===== src/rtl/fd_pkg.sv =====
// fd_pkg: shared types and constants for the fetch/decode controller.
package fd_pkg;
    typedef enum logic [2:0] {IDLE, FETCH, WAIT, DECODE, EXEC, HALT} state_e;
    localparam int OP_W     = 4;
    localparam int REG_W    = 2;
    localparam int REG1_LSB = 10;
    localparam int REG2_LSB = 8;
    localparam int DEST_LSB = 6;
    localparam int IMM1_W   = 6;
    localparam int IMM2_W   = 8;
    localparam int IMM3_W   = 10;
    localparam int ACC_IDX  = 0;
    localparam int ACCO_IDX = 1;
    localparam int SP_IDX   = 2;
    localparam int RA_IDX   = 3;
    localparam logic [OP_W-1:0] HALT_OP_DEF = 4'hF;
endpackage


===== src/rtl/fd_regfile.sv =====
// fd_regfile: NREG x DATA_W register file, one write port, two combinational
// read ports and fixed taps for the architectural registers.
module fd_regfile
    import fd_pkg::*;
#(
    parameter int DATA_W = 16,
    parameter int NREG   = 4,
    localparam int AW    = $clog2(NREG)
) (
    input  logic              clk_i,
    input  logic              rst_ni,
    input  logic              wr_en_i,
    input  logic [AW-1:0]     wr_addr_i,
    input  logic [DATA_W-1:0] wr_data_i,
    input  logic [AW-1:0]     rd_addr_a_i,
    input  logic [AW-1:0]     rd_addr_b_i,
    output logic [DATA_W-1:0] rd_data_a_o,
    output logic [DATA_W-1:0] rd_data_b_o,
    output logic [DATA_W-1:0] acc_o,
    output logic [DATA_W-1:0] acco_o,
    output logic [DATA_W-1:0] sp_o,
    output logic [DATA_W-1:0] ra_o
);
    logic [DATA_W-1:0] regs_q [NREG];

    always_ff @(posedge clk_i or negedge rst_ni) begin
        if (!rst_ni)
            regs_q <= '{default: '0};
        else if (wr_en_i)
            regs_q[wr_addr_i] <= wr_data_i;
    end

    // reads see the stored value only; a same-cycle write is not forwarded
    assign rd_data_a_o = regs_q[rd_addr_a_i];
    assign rd_data_b_o = regs_q[rd_addr_b_i];
    assign acc_o       = regs_q[ACC_IDX];
    assign acco_o      = regs_q[ACCO_IDX];
    assign sp_o        = regs_q[SP_IDX];
    assign ra_o        = regs_q[RA_IDX];
endmodule


===== src/rtl/fetch_decode_ctrl.sv =====
// fetch_decode_ctrl: self-running fetch/wait/decode/execute sequencer owning
// the PC, instruction register, field decode and architectural register file.
module fetch_decode_ctrl
    import fd_pkg::*;
#(
    parameter int               DATA_W   = 16,
    parameter int               ADDR_W   = 16,
    parameter int               NREG     = 4,
    parameter logic [ADDR_W-1:0] RESET_PC = '0,
    parameter logic [OP_W-1:0]   HALT_OP  = HALT_OP_DEF,
    localparam int              RAW      = $clog2(NREG)
) (
    input  logic              CLK,
    input  logic              RST,
    input  logic              run,
    output logic [ADDR_W-1:0] mem_addr,
    output logic              mem_rd,
    input  logic [DATA_W-1:0] mem_rdata,
    input  logic              mem_valid,
    output logic              ir_valid,
    output logic [OP_W-1:0]   opcode,
    output logic [REG_W-1:0]  reg1,
    output logic [REG_W-1:0]  reg2,
    output logic [REG_W-1:0]  regDest,
    output logic [IMM1_W-1:0] imm1,
    output logic [IMM2_W-1:0] imm2,
    output logic [IMM3_W-1:0] imm3,
    input  logic              ex_done,
    input  logic              br_valid,
    input  logic [ADDR_W-1:0] br_target,
    input  logic              wr_en,
    input  logic [RAW-1:0]    wr_addr,
    input  logic [DATA_W-1:0] wr_data,
    input  logic [RAW-1:0]    rdAddrA,
    input  logic [RAW-1:0]    rdAddrB,
    output logic [DATA_W-1:0] rdDataA,
    output logic [DATA_W-1:0] rdDataB,
    output logic [DATA_W-1:0] ACCData,
    output logic [DATA_W-1:0] ACCOData,
    output logic [DATA_W-1:0] SPData,
    output logic [DATA_W-1:0] RAData,
    output logic [ADDR_W-1:0] pc,
    output logic              halted
);
    state_e            state_q, state_d;
    logic [ADDR_W-1:0] pc_q, pc_d;
    logic [DATA_W-1:0] ir_q, ir_d;

    always_ff @(posedge CLK or negedge RST) begin
        if (!RST) begin
            state_q <= IDLE;
            pc_q    <= RESET_PC;
            ir_q    <= '0;
        end else begin
            state_q <= state_d;
            pc_q    <= pc_d;
            ir_q    <= ir_d;
        end
    end

    always_comb begin
        state_d = state_q;
        pc_d    = pc_q;
        ir_d    = ir_q;
        case (state_q)
            IDLE:   state_d = run ? FETCH : IDLE;
            FETCH:  state_d = WAIT;
            WAIT: if (mem_valid) begin
                ir_d    = mem_rdata;
                state_d = DECODE;
            end
            DECODE: state_d = (opcode == HALT_OP) ? HALT : EXEC;
            EXEC: if (ex_done) begin
                pc_d    = br_valid ? br_target : pc_q + 1'b1;
                state_d = FETCH;
            end
            default: ;
        endcase
    end

    // ir only changes on WAIT->DECODE, so the fields stay stable until the next decode
    assign opcode   = ir_q[DATA_W-1 -: OP_W];
    assign reg1     = ir_q[REG1_LSB +: REG_W];
    assign reg2     = ir_q[REG2_LSB +: REG_W];
    assign regDest  = ir_q[DEST_LSB +: REG_W];
    assign imm1     = ir_q[IMM1_W-1:0];
    assign imm2     = ir_q[IMM2_W-1:0];
    assign imm3     = ir_q[IMM3_W-1:0];
    assign mem_addr = pc_q;
    assign pc       = pc_q;
    assign mem_rd   = state_q == FETCH;
    assign ir_valid = state_q == DECODE;
    assign halted   = state_q == HALT;

    fd_regfile #(.DATA_W(DATA_W), .NREG(NREG)) u_regfile (
        .clk_i       (CLK),
        .rst_ni      (RST),
        .wr_en_i     (wr_en),
        .wr_addr_i   (wr_addr),
        .wr_data_i   (wr_data),
        .rd_addr_a_i (rdAddrA),
        .rd_addr_b_i (rdAddrB),
        .rd_data_a_o (rdDataA),
        .rd_data_b_o (rdDataB),
        .acc_o       (ACCData),
        .acco_o      (ACCOData),
        .sp_o        (SPData),
        .ra_o        (RAData)
    );
endmodule


===== config.mk =====
export PLATFORM = sky130hd
export DESIGN_NAME = fetch_decode_ctrl
export DESIGN_NICKNAME = d
export VERILOG_FILES = /design/src/rtl/fd_pkg.sv /design/src/rtl/fd_regfile.sv /design/src/rtl/fetch_decode_ctrl.sv
export SDC_FILE = /design/constraint.sdc
export NUM_CORES = 1
export LEC_CHECK = 0
export CORE_ASPECT_RATIO = 1.2
export CORE_MARGIN = 5
export CORE_UTILIZATION = 43
export DETAILED_ROUTE_END_ITERATION = 7
export MAX_ROUTING_LAYER = met4
export PLACE_DENSITY = 0.93
export SYNTH_ARGS = -nofsm -noshare
export SYNTH_HDL_FRONTEND = slang
export SYNTH_SLANG_ARGS = --single-unit

===== constraint.sdc =====
create_clock -name CLK -period 1.9 [get_ports CLK]
set_input_delay 0.19 -clock CLK [delete_from_list [all_inputs] [get_ports CLK]]
set_output_delay 0.19 -clock CLK [all_outputs]
set_load 0.01 [all_outputs]

==> results.md <==
- Netlist Area Pre-Place: 5259 sq um
- Core Area: 12060 sq um
- Antenna violations before repair: 0
- Detailed-route DRC error count: 0
- Syn nets: 451
- Area added between synthesis and finish: 50.54%
- Proportion of layout cells with a drive suffix above 1: 0.2736
- Max-Slew Margin vs Limit: 0.6146
- Critical-path cell list: clkdlybuf4s15_2 > bufbuf_16 > buf_4 > mux4_2 > dlygate4sd2_1
- Commonest non-fill, non-tap cells in the layout: clkdlybuf4s50_1 (188), dfrtp_1 (95), mux2_2 (70)
- Max Clk Rate: 535.6 MHz
- CP endpoint kind: output pin
- Vias in the first global route: 4443
- Reg2Reg Depth: 5
- 1st-pass router iterations: 4
- H-Tree Depth: 3
- Count of pins over their slew limit: 0
- Final Hold Vio Count: 0
- Multi-input logic area: 2371 sq um
- R2R Setup Slk: 0.16 ns
- CP peak stage delay: 0.50 ns
- GP Congestion: 0.8362
- Static Leak: 0.003258 uW
- Synth Warn #: 0
- Nets: 649
- Largest net degree at the start of global routing: 46
- Worst IR Drop VDD: 752.8 uV
- Root buffer cell: clkbuf_16
- Post-Synth Adder-Cell Area: 0.002379
- Final wirelength: 15.78 mm
- HPWL after DPL: 11.66 mm
- Period utilisation layout: 0.9826
- Number of synthesized register bits: 99
- Cell Pwr Density: 1222 nW/um^2
- Post-synthesis compound-gate area fraction: 0.05948
- Unrepaired setup endpoints after global routing: no
- Crit start category: primary input
- First-pass GRT wire length: 25.43 mm
- FP Rows: 44
- Effective utilization at floorplan: 0.4362
- Final Setup Violations: 0
- Clk sinks: 99
- I/O pin count: 226
- Post-Synth XOR/XNOR Area: 0.001665
- Synth area leader: dfrtp_1
- WL/cell: 20.96 um
- Vias/cell: 5.594
- Post-route cell area: 7916 sq um
- CP max-delay cell: mux4_2
- Worst Tran Pin Value: 0.5781 ns
- Worst-path clk slew: 0.08 ns
- Max Cap Viol: 0
- Tmin final: 1.867 ns
- Antenna-violating nets left: 0
- Placed cell area: 7556 sq um
- Status: finished clean
- Final hold slack: 0.3918 ns
- Detailed-route via count: 4212
- FF-to-FF Start: mem_addr[0]
- CTS tree: done
- Hold Crit Class: in -> async
- CP Class: in -> out
- Num CTS Buffers: 9
- Required time of the critical path: 1.71 ns
- Synth area leaders: dfrtp_1 (47%), mux2_2 (15%), mux4_2 (14%)
- Clock Skews: 0.007223 ns
- Main combinational cell family by area after synthesis: multiplexers
- Filler cells: 860
- Port bufs: 225
- Number of DRC markers in iteration 0: 203
- Share of flip-flops with an asynchronous set or reset: 1.000
- Die ar.: 14550 sq um
- CP Data Arrival Time: 1.68 ns
- Die W: 111.0 um
- Mux cell area share after synthesis: 0.3174
- Seq. cell area: 2482 sq um
- Distinct cell type count after synthesis: 47
- Post-synth EDFFs: 0
- N_diodes: 0
- Post-Synth Simple-Gate Area: 0.06971
- Mean post-synth cell area: 13.52 sq um
- Global Route Usage Sum: 0.2230
- Worst-path maximum fanout: 7
- Synth Flop Type: dfrtp_1
- Register area share after synthesis: 0.4711
- Yosys top cell area share: 0.4711
- Post-synthesis instance total: 389
- Vert. Die Dim: 131.1 um
- FF-to-FF End: mem_addr[14]
- Most common cell after layout, fill and taps aside: clkdlybuf4s50_1
- Total gr overflow: 0
- Worst-skew pair later-pin latency: 0.34 ns
- Longest Clk Path Bufs: 2
==> layout make-up <==
class | count | share of cell area
sequential | 99 | 0.3136
multi-input combinational | 225 | 0.2995
clock buffer | 10 | 0.03019
timing repair buffer | 246 | 0.3210
inverter | 6 | 0.003161
tap | 161 | 0.02545
clock inverter | 6 | 0.007112
==> per-layer routing <==
metal,routed length (um),track usage,vias to the layer above
met5,0,-,-
met4,510,0.09925,0
met3,999,0.04370,38
met2,8552,0.3897,221
met1,5719,0.2460,2119
li1,-,-,1834
==> cells by family after synthesis <==
group,Yosys count
buf+inv,65
simple gates,59
flops,99
fa+ha+maj,1
xor+xnor,1
mux,113
compound gates,51
==> timing repair <==
action | CTS | global route
hold buffers | 1 | 0
gates resized for setup | 40 | 6
cloned | 2 | 0
setup endpoints to repair | 34 | 5
hold endpoints to repair | 43 | 0
pin swaps | 0 | 0
buffers inserted | 2 | 0
==> metrics by stage <==
step	util	setup TNS (ns)	total power, uW	worst slack (ns)	instances
floorplan	-	0	5627	0.2800	389
global placement	0.6267	-6.378	7807	-0.2246	732
detailed placement	0.6267	-6.639	8015	-0.2439	732
CTS	0.6558	0	9754	0.01585	753
global route	0.6566	0	10160	0.006512	753
finish	0.6566	0	9671	0.03306	753
==> state kept, by name, summed over array words and instances, names as in the netlist <==
name and cells:
ir_q 16, mem_addr 16, state_q 3, u_regfile.acc_o 16, u_regfile.acco_o 16, u_regfile.ra_o 16, u_regfile.sp_o 16
==> critical path: cells and delay by family <==
family | cells | cell delay [ns]
buffers and inverters | 4 | 0.98
multiplexers | 1 | 0.50
==> synthesized netlist by cell type, types with 2 or more instances <==
| library cell | n |
|---|---|
| inv_1 | 5 |
| mux4_2 | 32 |
| o22ai_1 | 2 |
| and4_1 | 3 |
| nand3b_1 | 3 |
| o21a_1 | 3 |
| nand4_1 | 3 |
| mux2_2 | 70 |
| a311oi_1 | 2 |
| a21oi_1 | 18 |
| o21ai_0 | 13 |
| nor4_1 | 2 |
| a31oi_1 | 4 |
| nor3_1 | 5 |
| clkbuf_1 | 7 |
| buf_2 | 14 |
| nor2_1 | 11 |
| mux2_4 | 10 |
| nand3_1 | 11 |
| and3_1 | 4 |
| nand2_1 | 7 |
| or3_1 | 3 |
| dfrtp_1 | 99 |
| o22a_1 | 2 |
| buf_4 | 34 |
==> where the power goes <==
group	leakage, uW	internal [uW]	switching, uW
clock	0.000143	953	845
sequential	0.00117	2720	765
combinational	0.00194	2710	1680
==> worst max path at each step <==
| stage | from | to | slack [ns] | cells after the start |
|---|---|---|---|---|
| after floorplan | mem_addr[0] | mem_addr[14] | 0.28 | 6 |
| after detailed placement | rdAddrA[0] | rdDataA[11] | -0.24 | 4 |
| final | rdAddrA[0] | rdDataA[11] | 0.03 | 5 |
| after global placement | rdAddrB[0] | rdDataB[6] | -0.22 | 4 |
| after CTS | state_q[0] | mem_rd | 0.02 | 3 |
| after global routing | rdAddrA[0] | rdDataA[11] | 0.007 | 5 |
No activity file was read; power rests on OpenSTA's default activity.
